## config.mk

```make
export PLATFORM = sky130hd
export DESIGN_NAME = ram_dump_ctrl
export DESIGN_NICKNAME = d
export VERILOG_FILES = /design/src/rtl/ram_demo_pkg.sv /design/src/rtl/ram_addr_ctr.sv /design/src/rtl/ram_dump_ctrl.sv
export SDC_FILE = /design/constraint.sdc
export NUM_CORES = 1
export LEC_CHECK = 0
export ABC_AREA = 1
export CORE_UTILIZATION = 41
export CTS_CLUSTER_DIAMETER = 200
export CTS_CLUSTER_SIZE = 24
export DETAILED_ROUTE_END_ITERATION = 10
export PLACE_DENSITY = 0.86
export SLEW_MARGIN = 5
export SYNTH_ARGS = -nofsm -noshare
export SYNTH_HDL_FRONTEND = slang
export SYNTH_SLANG_ARGS = --single-unit
export TNS_END_PERCENT = 20
```

## constraint.sdc

```tcl
create_clock -name clk -period 1.2 [get_ports clk]
set_input_delay 0.12 -clock clk [delete_from_list [all_inputs] [get_ports clk]]
set_output_delay 0.12 -clock clk [all_outputs]
set_load 0.01 [all_outputs]
```

## src/rtl/ram_demo_pkg.sv

```systemverilog
// Shared types and defaults for the RAM demo fill/dump sequencer.
package ram_demo_pkg;

  localparam int unsigned StateW   = 3;
  localparam int unsigned DefAddrW = 8;
  localparam int unsigned DefDataW = 8;

  typedef enum logic [StateW-1:0] {
    StIdle,
    StFill,
    StRdAddr,
    StRdCap,
    StTxWait
  } state_e;

endpackage

```

## src/rtl/ram_addr_ctr.sv

```systemverilog
// RAM address counter shared by the fill and dump paths; term flags the last location.
module ram_addr_ctr
  import ram_demo_pkg::*;
#(
  parameter int unsigned ADDR_W = DefAddrW
) (
  input  logic              clk,
  input  logic              rst,
  input  logic              clr,
  input  logic              inc,
  output logic [ADDR_W-1:0] cnt,
  output logic              term
);

  logic [ADDR_W-1:0] cnt_q, cnt_d;

  always_comb begin
    cnt_d = cnt_q;
    if (clr) begin
      cnt_d = '0;
    end else if (inc) begin
      cnt_d = cnt_q + 1'b1;
    end
  end

  always_ff @(posedge clk) begin
    if (rst) begin
      cnt_q <= '0;
    end else begin
      cnt_q <= cnt_d;
    end
  end

  assign cnt  = cnt_q;
  assign term = (cnt_q == '1);

endmodule

```

## src/rtl/ram_dump_ctrl.sv

```systemverilog
// Fill/dump sequencer: writes a counting pattern into the RAM and streams it out via the UART.
// Define RAM_DUMP_CHK_EN to add the err_cnt read-back checker.
module ram_dump_ctrl
  import ram_demo_pkg::*;
#(
  parameter int unsigned ADDR_W    = DefAddrW,
  parameter int unsigned DATA_W    = DefDataW,
  parameter int unsigned RD_LAT    = 1,
  parameter int unsigned FILL_SEED = 0
) (
  input  logic              clk,
  input  logic              rst,
  input  logic              wr_start,
  input  logic              rd_start,
  output logic              ram_we,
  output logic [ADDR_W-1:0] ram_addr,
  output logic [DATA_W-1:0] ram_wdata,
  input  logic [DATA_W-1:0] ram_rdata,
  output logic              tx_en,
  output logic [DATA_W-1:0] tx_data,
  input  logic              tx_done,
  output logic              busy,
  output logic              filled,
`ifdef RAM_DUMP_CHK_EN
  output logic [ADDR_W:0]   err_cnt,
`endif
  output logic              dump_done
);

  state_e            state_q, state_d;
  logic              filled_q, filled_d;
  logic              tx_en_q, tx_en_d;
  logic              dump_done_q, dump_done_d;
  logic [DATA_W-1:0] tx_data_q, tx_data_d;
  logic [1:0]        lat_q, lat_d;
  logic              ctr_clr, ctr_inc, ctr_term;
  logic [ADDR_W-1:0] addr;
  logic [DATA_W-1:0] pattern;
  logic              rd_accept;

  ram_addr_ctr #(
    .ADDR_W(ADDR_W)
  ) u_addr_ctr (
    .clk (clk),
    .rst (rst),
    .clr (ctr_clr),
    .inc (ctr_inc),
    .cnt (addr),
    .term(ctr_term)
  );

  assign pattern   = DATA_W'(32'(addr) + FILL_SEED);
  assign rd_accept = (state_q == StIdle) && !wr_start && rd_start && filled_q;

  always_comb begin
    state_d     = state_q;
    filled_d    = filled_q;
    tx_data_d   = tx_data_q;
    lat_d       = lat_q;
    tx_en_d     = 1'b0;
    dump_done_d = 1'b0;
    ctr_clr     = 1'b0;
    ctr_inc     = 1'b0;
    unique case (state_q)
      StIdle: begin
        if (wr_start) begin
          state_d  = StFill;
          filled_d = 1'b0;
          ctr_clr  = 1'b1;
        end else if (rd_accept) begin
          state_d = StRdAddr;
          lat_d   = '0;
          ctr_clr = 1'b1;
        end
      end
      StFill: begin
        ctr_inc = 1'b1;
        if (ctr_term) begin
          state_d  = StIdle;
          filled_d = 1'b1;
        end
      end
      StRdAddr: begin
        // Hold the address for RD_LAT cycles so ram_rdata is valid in StRdCap.
        if (lat_q == 2'(RD_LAT - 1)) begin
          state_d = StRdCap;
          lat_d   = '0;
        end else begin
          lat_d = lat_q + 1'b1;
        end
      end
      StRdCap: begin
        tx_data_d = ram_rdata;
        tx_en_d   = 1'b1;
        state_d   = StTxWait;
      end
      StTxWait: begin
        if (tx_done) begin
          if (ctr_term) begin
            dump_done_d = 1'b1;
            ctr_clr     = 1'b1;
            state_d     = StIdle;
          end else begin
            ctr_inc = 1'b1;
            lat_d   = '0;
            state_d = StRdAddr;
          end
        end
      end
      default: state_d = StIdle;
    endcase
  end

  always_ff @(posedge clk) begin
    if (rst) begin
      state_q     <= StIdle;
      filled_q    <= 1'b0;
      tx_en_q     <= 1'b0;
      dump_done_q <= 1'b0;
      tx_data_q   <= '0;
      lat_q       <= '0;
    end else begin
      state_q     <= state_d;
      filled_q    <= filled_d;
      tx_en_q     <= tx_en_d;
      dump_done_q <= dump_done_d;
      tx_data_q   <= tx_data_d;
      lat_q       <= lat_d;
    end
  end

  assign ram_we    = (state_q == StFill);
  assign ram_addr  = addr;
  assign ram_wdata = ram_we ? pattern : '0;
  assign tx_en     = tx_en_q;
  assign tx_data   = tx_data_q;
  assign busy      = (state_q != StIdle);
  assign filled    = filled_q;
  assign dump_done = dump_done_q;

`ifdef RAM_DUMP_CHK_EN
  logic [ADDR_W:0] err_q, err_d;

  always_comb begin
    err_d = err_q;
    if (rd_accept) begin
      err_d = '0;
    end else if ((state_q == StRdCap) && (ram_rdata != pattern) && (err_q != '1)) begin
      err_d = err_q + 1'b1;
    end
  end

  always_ff @(posedge clk) begin
    if (rst) begin
      err_q <= '0;
    end else begin
      err_q <= err_d;
    end
  end

  assign err_cnt = err_q;
`endif

endmodule
```

==> results by group, run 1 <==
Yosys
  • Main flop type after synthesis: dfxtp_1
  • Top-count cell post-synth: nor2_1
  • Synth top cells by count: 35 x nor2_1, 27 x nand2_1, 24 x dfxtp_1, 24 x inv_1, 18 x nand3_1
  • EDFF count, synth: 0
  • Mapped Nets: 204
  • Yosys top cell by area: dfxtp_1
  • Number of unique standard cell types used by synthesis: 25
  • Synth top area share: 36.47%
  • Syn avg cell area: 7.008 um2
  • Synthesized flop and latch total: 24
  • Mapped Cells: between 150 and 200
  • Async SR Flop Fraction: 0%
  • Yosys warnings: 0
  • Synth Cell Area: 0.001318 mm2
  • Register area share after synthesis: 36.47%
  • Synth area leaders: dfxtp_1 36%, nor2_1 10%, nand2_1 7.7%, nand3_1 6.8%, inv_1 6.8%

Critical path
  • Crit path max-delay family: simple AND/OR/NAND/NOR gates
  • Critical path's slowest cell: dfxtp_4
  • Critical path cell sequence: buf_6 -> nor2_4 -> buf_6 -> nand2_4 -> inv_4 -> nand3_4 -> nand2_8 -> nand2_1 -> a21oi_1
  • Crit-path most repeated cell: buf_6
  • CP Launch Type: flop
  • CP Buf/Inv Count: 3
  • Worst R2R Path Depth: 9
  • Critical path class: flop to flop
  • Crit path DAT: ~1800 ps
  • CP peak stage delay: 380 ps
  • Crit path capture type: flop
  • CP Depth: 9
  • CP required: 1460 ps
  • CP Max Fanout: 8

Final layout
  • Layout cell share with drive strength beyond 1: 46.21%
  • Util after Layout: between 70 and 80%
  • Syn-to-layout area delta: 77.11%
  • Post-layout nets: 294
  • Post-route cell area: 0.002333 mm2
  • Antenna diode count: 0
  • Layout Cells excl Fill: between 300 and 400

STA
  • RSZ-0062 raised after global routing: yes
  • Final hold violation count: 0
  • Period utilization: 123.9%
  • Max Fclk: a little under 0.7 GHz
  • Total negative slack: -5312 ps
  • Least-Margin Pin Slew: 284.1 ps
  • Setup ws final: -287.3 ps
  • Final Slew Violations: 0
  • Max-slew headroom: 81.00%
  • Tmin final: 1487 ps
  • Final setup violation count: 32
  • Worst Skew: ~8.6 ps

Hold path
  • Hold Path Depth: 3
  • Worst min path class: primary input to flop

Drt
  • Detail Route Antenna Nets: 0
  • Routed WL: 3953 um
  • Vias: around 1600
  • DRC: 0
  • DR vias/cell: slightly below 5
  • Drt first pass iters: 4
  • Routed wire length per instance: approximately 12 um
  • Initial drt markers: 48

Power
  • Max IR drop VDD: 0.7133 mV
  • PD cells: just under 1000 mW/mm2
  • Leak: 1.114 nW
  • Total power: 2.264 mW

Placement
  • Placed Instances: 303
  • Cell Area, Placed: 0.002049 mm2
  • Detailed Place HPWL: 2479 um
  • GP Congestion: about 0.87
  • Port Buffer Count: 41

Floorplan
  • Boundary Pins: 42
  • FP Rows: 20
  • Starting Density: 43.16%
  • Die height: 58.69 um
  • Die area: 0.003444 mm2
  • DIE WIDTH: 58.69 um
  • Core region area: 0.003053 mm2

Clocking
  • CTS Hold Bufs: 0
  • CTS H-Tree Depth: 1
  • Clk sinks: 24
  • Cts bufs inserted: 3
  • Worst-path clk slew: 150 ps
  • TritonCTS clock tree: yes
  • Root buffer cell: clkbuf_4
  • Clock latency on the worst-skew pair: around 330 ps
  • Clock Path Buffers: 2

Global route
  • Initial antenna violation count: 0
  • Total gr overflow: 0
  • Vias in the first global route: 1408
  • Global-route wire length before repair: 5685 um
  • Overall routing resource usage: between 20% and 30%
  • Largest net degree at the start of global routing: 15

Run
  • Max-Cap Viols: 0

Status
  • Failing checks: setup timing
  • Outcome: finished with violations
==> metal layers <==
metal | track usage, % | part of all wire, % | wire (um)
met1 | 23.87 | 40 | 1579
met2 | 39.57 | 52 | 2044
met5 | 0 | 0 | 0
met4 | 12.24 | 4.4 | 174
met3 | 2.637 | 3.9 | 155
==> area by class of cell <==
cell class | count | area, um2
inverter | 28 | 120.1
clock inverter | 1 | 30.03
fill | 216 | 719.4
multi-input combinational | 132 | 849.6
sequential | 24 | 504.2
clock buffer | 3 | 22.52
tap | 44 | 55.05
timing repair buffer | 89 | 752.0
==> registers in the layout, summed over array words and instances, names as in the netlist <==
| register | count |
|---|---|
| u_addr_ctr.cnt | 8 |
| lat_q | 2 |
| dump_done | 1 |
| state_q | 3 |
| tx_en | 1 |
| tx_data | 8 |
| filled | 1 |
==> worst min-delay path: cells and delay by family <==
family,cells,cell delay (ps)
buffers and inverters,1,410
AO/OA/AOI/OAI,1,130
AND/OR/NAND/NOR,1,30
==> placed cells by master (no fill, tap or decap), types with 7 or more instances in the layout <==
| master | synthesis | final |
|---|---|---|
| a21oi_1 | 11 | 7 |
| buf_2 | 1 | 10 |
| buf_4 | 1 | 38 |
| buf_6 | 1 | 12 |
| clkdlybuf4s50_1 | 0 | 12 |
| dfxtp_1 | 24 | 13 |
| dfxtp_2 | 0 | 7 |
| dlygate4sd2_1 | 0 | 15 |
| inv_1 | 24 | 22 |
| nand2_1 | 27 | 22 |
| nand3_1 | 18 | 13 |
| nor2_1 | 35 | 30 |
| nor2_2 | 2 | 7 |
| o21ai_2 | 2 | 10 |
==> report_power, final <==
group          switching [mW]  internal (mW)
clock network           0.267          0.338
registers              0.0283          0.834
logic                   0.414          0.383
==> worst paths after layout <==
kind	start	end	slack [ps]
worst max register to register	state_q[1]	u_addr_ctr.cnt[1]	-290
worst min-delay path	ram_rdata[6]	tx_data[6]	380
worst min register to register	tx_data[3]	tx_data[3]	500
worst max-delay path	state_q[1]	u_addr_ctr.cnt[1]	-290
==> per-stage QoR <==
stage               hold slack, ps  setup slack [ps]
floorplan                    189.1            -91.25
global placement             464.8            -196.5
detailed placement           476.2            -239.4
CTS                          375.1            -242.2
global route                 386.4            -352.8
finish                       382.9            -287.3
==> cells by family (layout without fill, tap and decap cells) <==
logic type	count (synthesis)	in the layout	share of synthesized area, %
DFF	24	24	36.47
buffers and inverters	32	121	10.35
adders and majority gates	3	3	2.849
and+or+nand+nor	99	99	36.66
xor gates and xnor gates	4	4	2.659
AOI/OAI and AO/OA	26	26	11.02
==> timing repair <==
item / 4_1_cts / 5_1_grt
hold endpoints to repair: 0 / 0
endpoints found under the setup margin: 51 / 33
gates resized for setup: 98 / 38
setup buffers: 6 / 8
pin swaps: 6 / 4
No activity file was read; power rests on OpenSTA's default activity.
==> inputs of run 2 (changes only) <==
--- a/config.mk
+++ b/config.mk
@@ -5,12 +5,11 @@
 export SDC_FILE = /design/constraint.sdc
 export NUM_CORES = 1
 export LEC_CHECK = 0
-export ABC_AREA = 1
 export CORE_UTILIZATION = 41
 export CTS_CLUSTER_DIAMETER = 200
 export CTS_CLUSTER_SIZE = 24
 export DETAILED_ROUTE_END_ITERATION = 10
-export PLACE_DENSITY = 0.86
+export PLACE_DENSITY = 0.87
 export SLEW_MARGIN = 5
 export SYNTH_ARGS = -nofsm -noshare
 export SYNTH_HDL_FRONTEND = slang
==> run 2 against run 1 <==
- wire length is 3.1% higher
- largest power group unchanged
- highest routed layer unchanged
- utilization fell by 3.1 points
- flip-flop and latch count is the same
- the flow still finishes with violations (setup timing)
- via count shrank 9.7%
- register-to-register slack worse by 50 ps
- fmax fell by 3.5%
==> results by group, run 2 <==
Drt
  • Detail Route Antenna Nets: 0 (unchanged)
  • DR vias/cell: 5.604 (+16%)
  • Routed WL: 4077 um (+3.1%)
  • Drt first pass iters: 4 (unchanged)
  • Routed wire length per instance: 16.31 um (+32%)
  • Vias: 1401 (-9.7%)
  • Initial drt markers: 44 (-8.3%)
  • DRC: 0 (unchanged)

STA
  • Worst Skew: 12.11 ps (+3.528 ps)
  • RSZ-0062 raised after global routing: yes
  • Final hold violation count: 0 (unchanged)
  • Period utilization: 128.4% (+4.5 points)
  • Max-slew headroom: 71.67% (-9.3 points)
  • Tmin final: 1541 ps (+54.06 ps)
  • Max Fclk: 0.6488 GHz (-3.5%)
  • Least-Margin Pin Slew: 423.1 ps (+139.0 ps)
  • Final Slew Violations: 0 (unchanged)
  • Final setup violation count: 33 (+3.1%)
  • Setup ws final: -341.4 ps (-54.06 ps)

Yosys
  • Register area share after synthesis: 37.98% (+1.5 points)
  • Number of unique standard cell types used by synthesis: 36 (+44%)
  • Synthesized flop and latch total: 24 (unchanged)
  • Mapped Cells: 146 (-22%)
  • EDFF count, synth: 0 (unchanged)
  • Syn avg cell area: 8.664 um2 (+24%)
  • Yosys warnings: 0 (unchanged)
  • Synth top cells by count: 24 x dfxtp_1, 15 x nor2_1, 13 x mux2i_1, 12 x nand3_1, 10 x a21oi_1
  • Async SR Flop Fraction: 0% (unchanged)
  • Synth Cell Area: 0.001265 mm2 (-4.0%)
  • Synth area leaders: dfxtp_1 38%, mux2i_1 10%, nand3_1 4.7%, nor2_1 4.5%, nand3b_1 4.2%
  • Top-count cell post-synth: dfxtp_1
  • Synth top area share: 37.98% (+1.5 points)
  • Yosys top cell by area: dfxtp_1
  • Main flop type after synthesis: dfxtp_1
  • Mapped Nets: 162 (-21%)

Floorplan
  • Core region area: 0.002829 mm2 (-7.3%)
  • DIE WIDTH: 57.55 um (-1.9%)
  • Boundary Pins: 42 (unchanged)
  • FP Rows: 19 (-5.0%)
  • Starting Density: 44.71% (+1.6 points)
  • Die height: 57.55 um (-1.9%)
  • Die area: 0.003311 mm2 (-3.8%)

Run
  • Max-Cap Viols: 0 (unchanged)

Placement
  • Placed Instances: 233 (-23%)
  • GP Congestion: 0.8258 (-4.6%)
  • Worst slack, placed: -393.4 ps (-154.0 ps)
  • Port Buffer Count: 41 (unchanged)
  • Cell Area, Placed: 0.001879 mm2 (-8.3%)
  • Detailed Place HPWL: 2580 um (+4.0%)

Final layout
  • Layout cell share with drive strength beyond 1: 45.66% (-0.55 points)
  • Layout Cells excl Fill: 250 (-22%)
  • Post-layout nets: 236 (-20%)
  • Syn-to-layout area delta: 64.00%
  • Antenna diode count: 0 (unchanged)
  • Commonest non-fill, non-tap cells in the layout: 28 x buf_4, 14 x nor2_1, 14 x buf_6, 13 x mux2i_1, 13 x dfxtp_1
  • Commonest non-fill, non-tap cell in the layout: buf_4
  • Post-route cell area: 0.002074 mm2 (-11%)

Critical path
  • CP Depth: 5 (-4)
  • CP required: 1440 ps (-20 ps)
  • Critical path cell sequence: buf_6 -> and4bb_2 -> o211ai_1 -> a21oi_1 -> mux2i_1
  • Crit path DAT: 1790 ps (+40 ps)
  • CP Max Fanout: 7 (-1)
  • Critical path class: flop to flop
  • Critical path's slowest cell: dfxtp_2
  • Worst R2R Path Depth: 5 (-4)
  • Crit path max-delay family: compound AO/OA/AOI/OAI gates
  • CP peak stage delay: 370 ps (about the same)
  • Crit path capture type: flop
  • CP Launch Type: flop
  • CP Buf/Inv Count: 1 (-2)

Power
  • PD cells: 801.1 mW/mm2 (-17%)
  • Max IR drop VDD: 0.8105 mV (+14%)
  • Leak: 0.9492 nW (-15%)
  • Total power: 1.662 mW (-27%)

Global route
  • Initial antenna violation count: 0 (unchanged)
  • Largest net degree at the start of global routing: 18 (+3)
  • Global-route wire length before repair: 6582 um (+16%)
  • Total gr overflow: 0 (unchanged)
  • Overall routing resource usage: 26.15% (+4.6 points)
  • Vias in the first global route: 1374 (-2.4%)

Status
  • Outcome: finished with violations
  • Failing checks: setup timing

Clocking
  • Clock latency on the worst-skew pair: 320 ps (about the same)
  • TritonCTS clock tree: yes
  • CTS H-Tree Depth: 1 (unchanged)
  • Root buffer cell: clkbuf_4
  • Clk sinks: 24 (unchanged)
  • Cts bufs inserted: 3 (unchanged)
  • Clock Path Buffers: 2 (unchanged)
  • Worst-path clk slew: 140 ps (about the same)
  • CTS Hold Bufs: 0 (unchanged)

Hold path
  • Hold Path Depth: 3 (unchanged)
  • Worst min path class: primary input to flop
## run 2: changes by cell type after synthesis, sizes merged, moves of 7 or more
| cell | previous run | this run |
|---|---|---|
| o21ai | 13 | 3 |
| mux2i | 0 | 13 |
| nand2 | 32 | 10 |
| nand3 | 20 | 12 |
| nand3b | 0 | 7 |
| nor2 | 39 | 15 |
| and2 | 0 | 8 |
| inv | 28 | 6 |
## run 2: per-stage QoR
| stage | utilization, % | hold slack (ps) | TNS, ps |
|---|---|---|---|
| final | 73.33 | 405.3 | -7053 |
| after global routing | 73.33 | 416.9 | -8920 |
| after CTS | 74.35 | 401.8 | -5774 |
| after detailed placement | 66.43 | 478.3 | -9382 |
| after global placement | 66.43 | 465.9 | -7949 |
| after floorplan | - | 263.9 | -2117 |
## run 2: worst register-to-register path: stages (launching register included)
cell and delay, ps:
dfxtp_2 370, buf_6 140, and4bb_2 340, o211ai_1 200
a21oi_1 220, mux2i_1 200
## run 2: cells by family after synthesis
family | count (synthesis) | share of synthesized area (%)
fa+ha+maj | 3 | 2.968
simple gates | 65 | 28.69
compound gates | 26 | 14.94
buf+inv | 15 | 5.143
flops | 24 | 37.98
mux | 13 | 10.29
## run 2: final timing paths
check	from	slack (ps)	endpoint
worst min-delay path	ram_rdata[2]	410	tx_data[2]
worst min register to register	lat_q[0]	500	lat_q[0]
worst max register to register	state_q[1]	-340	u_addr_ctr.cnt[6]
worst max-delay path	state_q[1]	-340	u_addr_ctr.cnt[6]
## run 2: layout make-up
cell class                      count  area, um2
Multi-Input combinational cell    107      820.8
Timing Repair inverter              1      7.507
Sequential cell                    24      504.2
Timing Repair Buffer               77      640.6
Clock buffer                        4      36.28
Fill cell                         202      754.5
Tap cell                           31      38.79
Inverter                            6      26.28
## run 2: power by group
part           leakage (nW)  total, mW  internal [mW]  switching [mW]
registers             0.200      0.821          0.806          0.0152
logic                 0.728      0.406          0.222           0.184
clock network        0.0210      0.434          0.185           0.249
total                 0.949       1.66           1.21           0.448
## run 2: repair_timing
item,CTS,global route
cloned,1,0
pin swaps,15,3
setup endpoints to repair,52,41
setup buffers,12,0
gates resized for setup,112,13
## run 2: metal layers
| metal | global-route usage (%) | up-vias | part of all wire (%) |
|---|---|---|---|
| li1 | - | 660 | - |
| met1 | 35.21 | 684 | 43 |
| met2 | 42.19 | 47 | 51 |
| met3 | 2.721 | 10 | 3.9 |
| met4 | 11.85 | 0 | 2.0 |
| met5 | 0 | - | 0 |
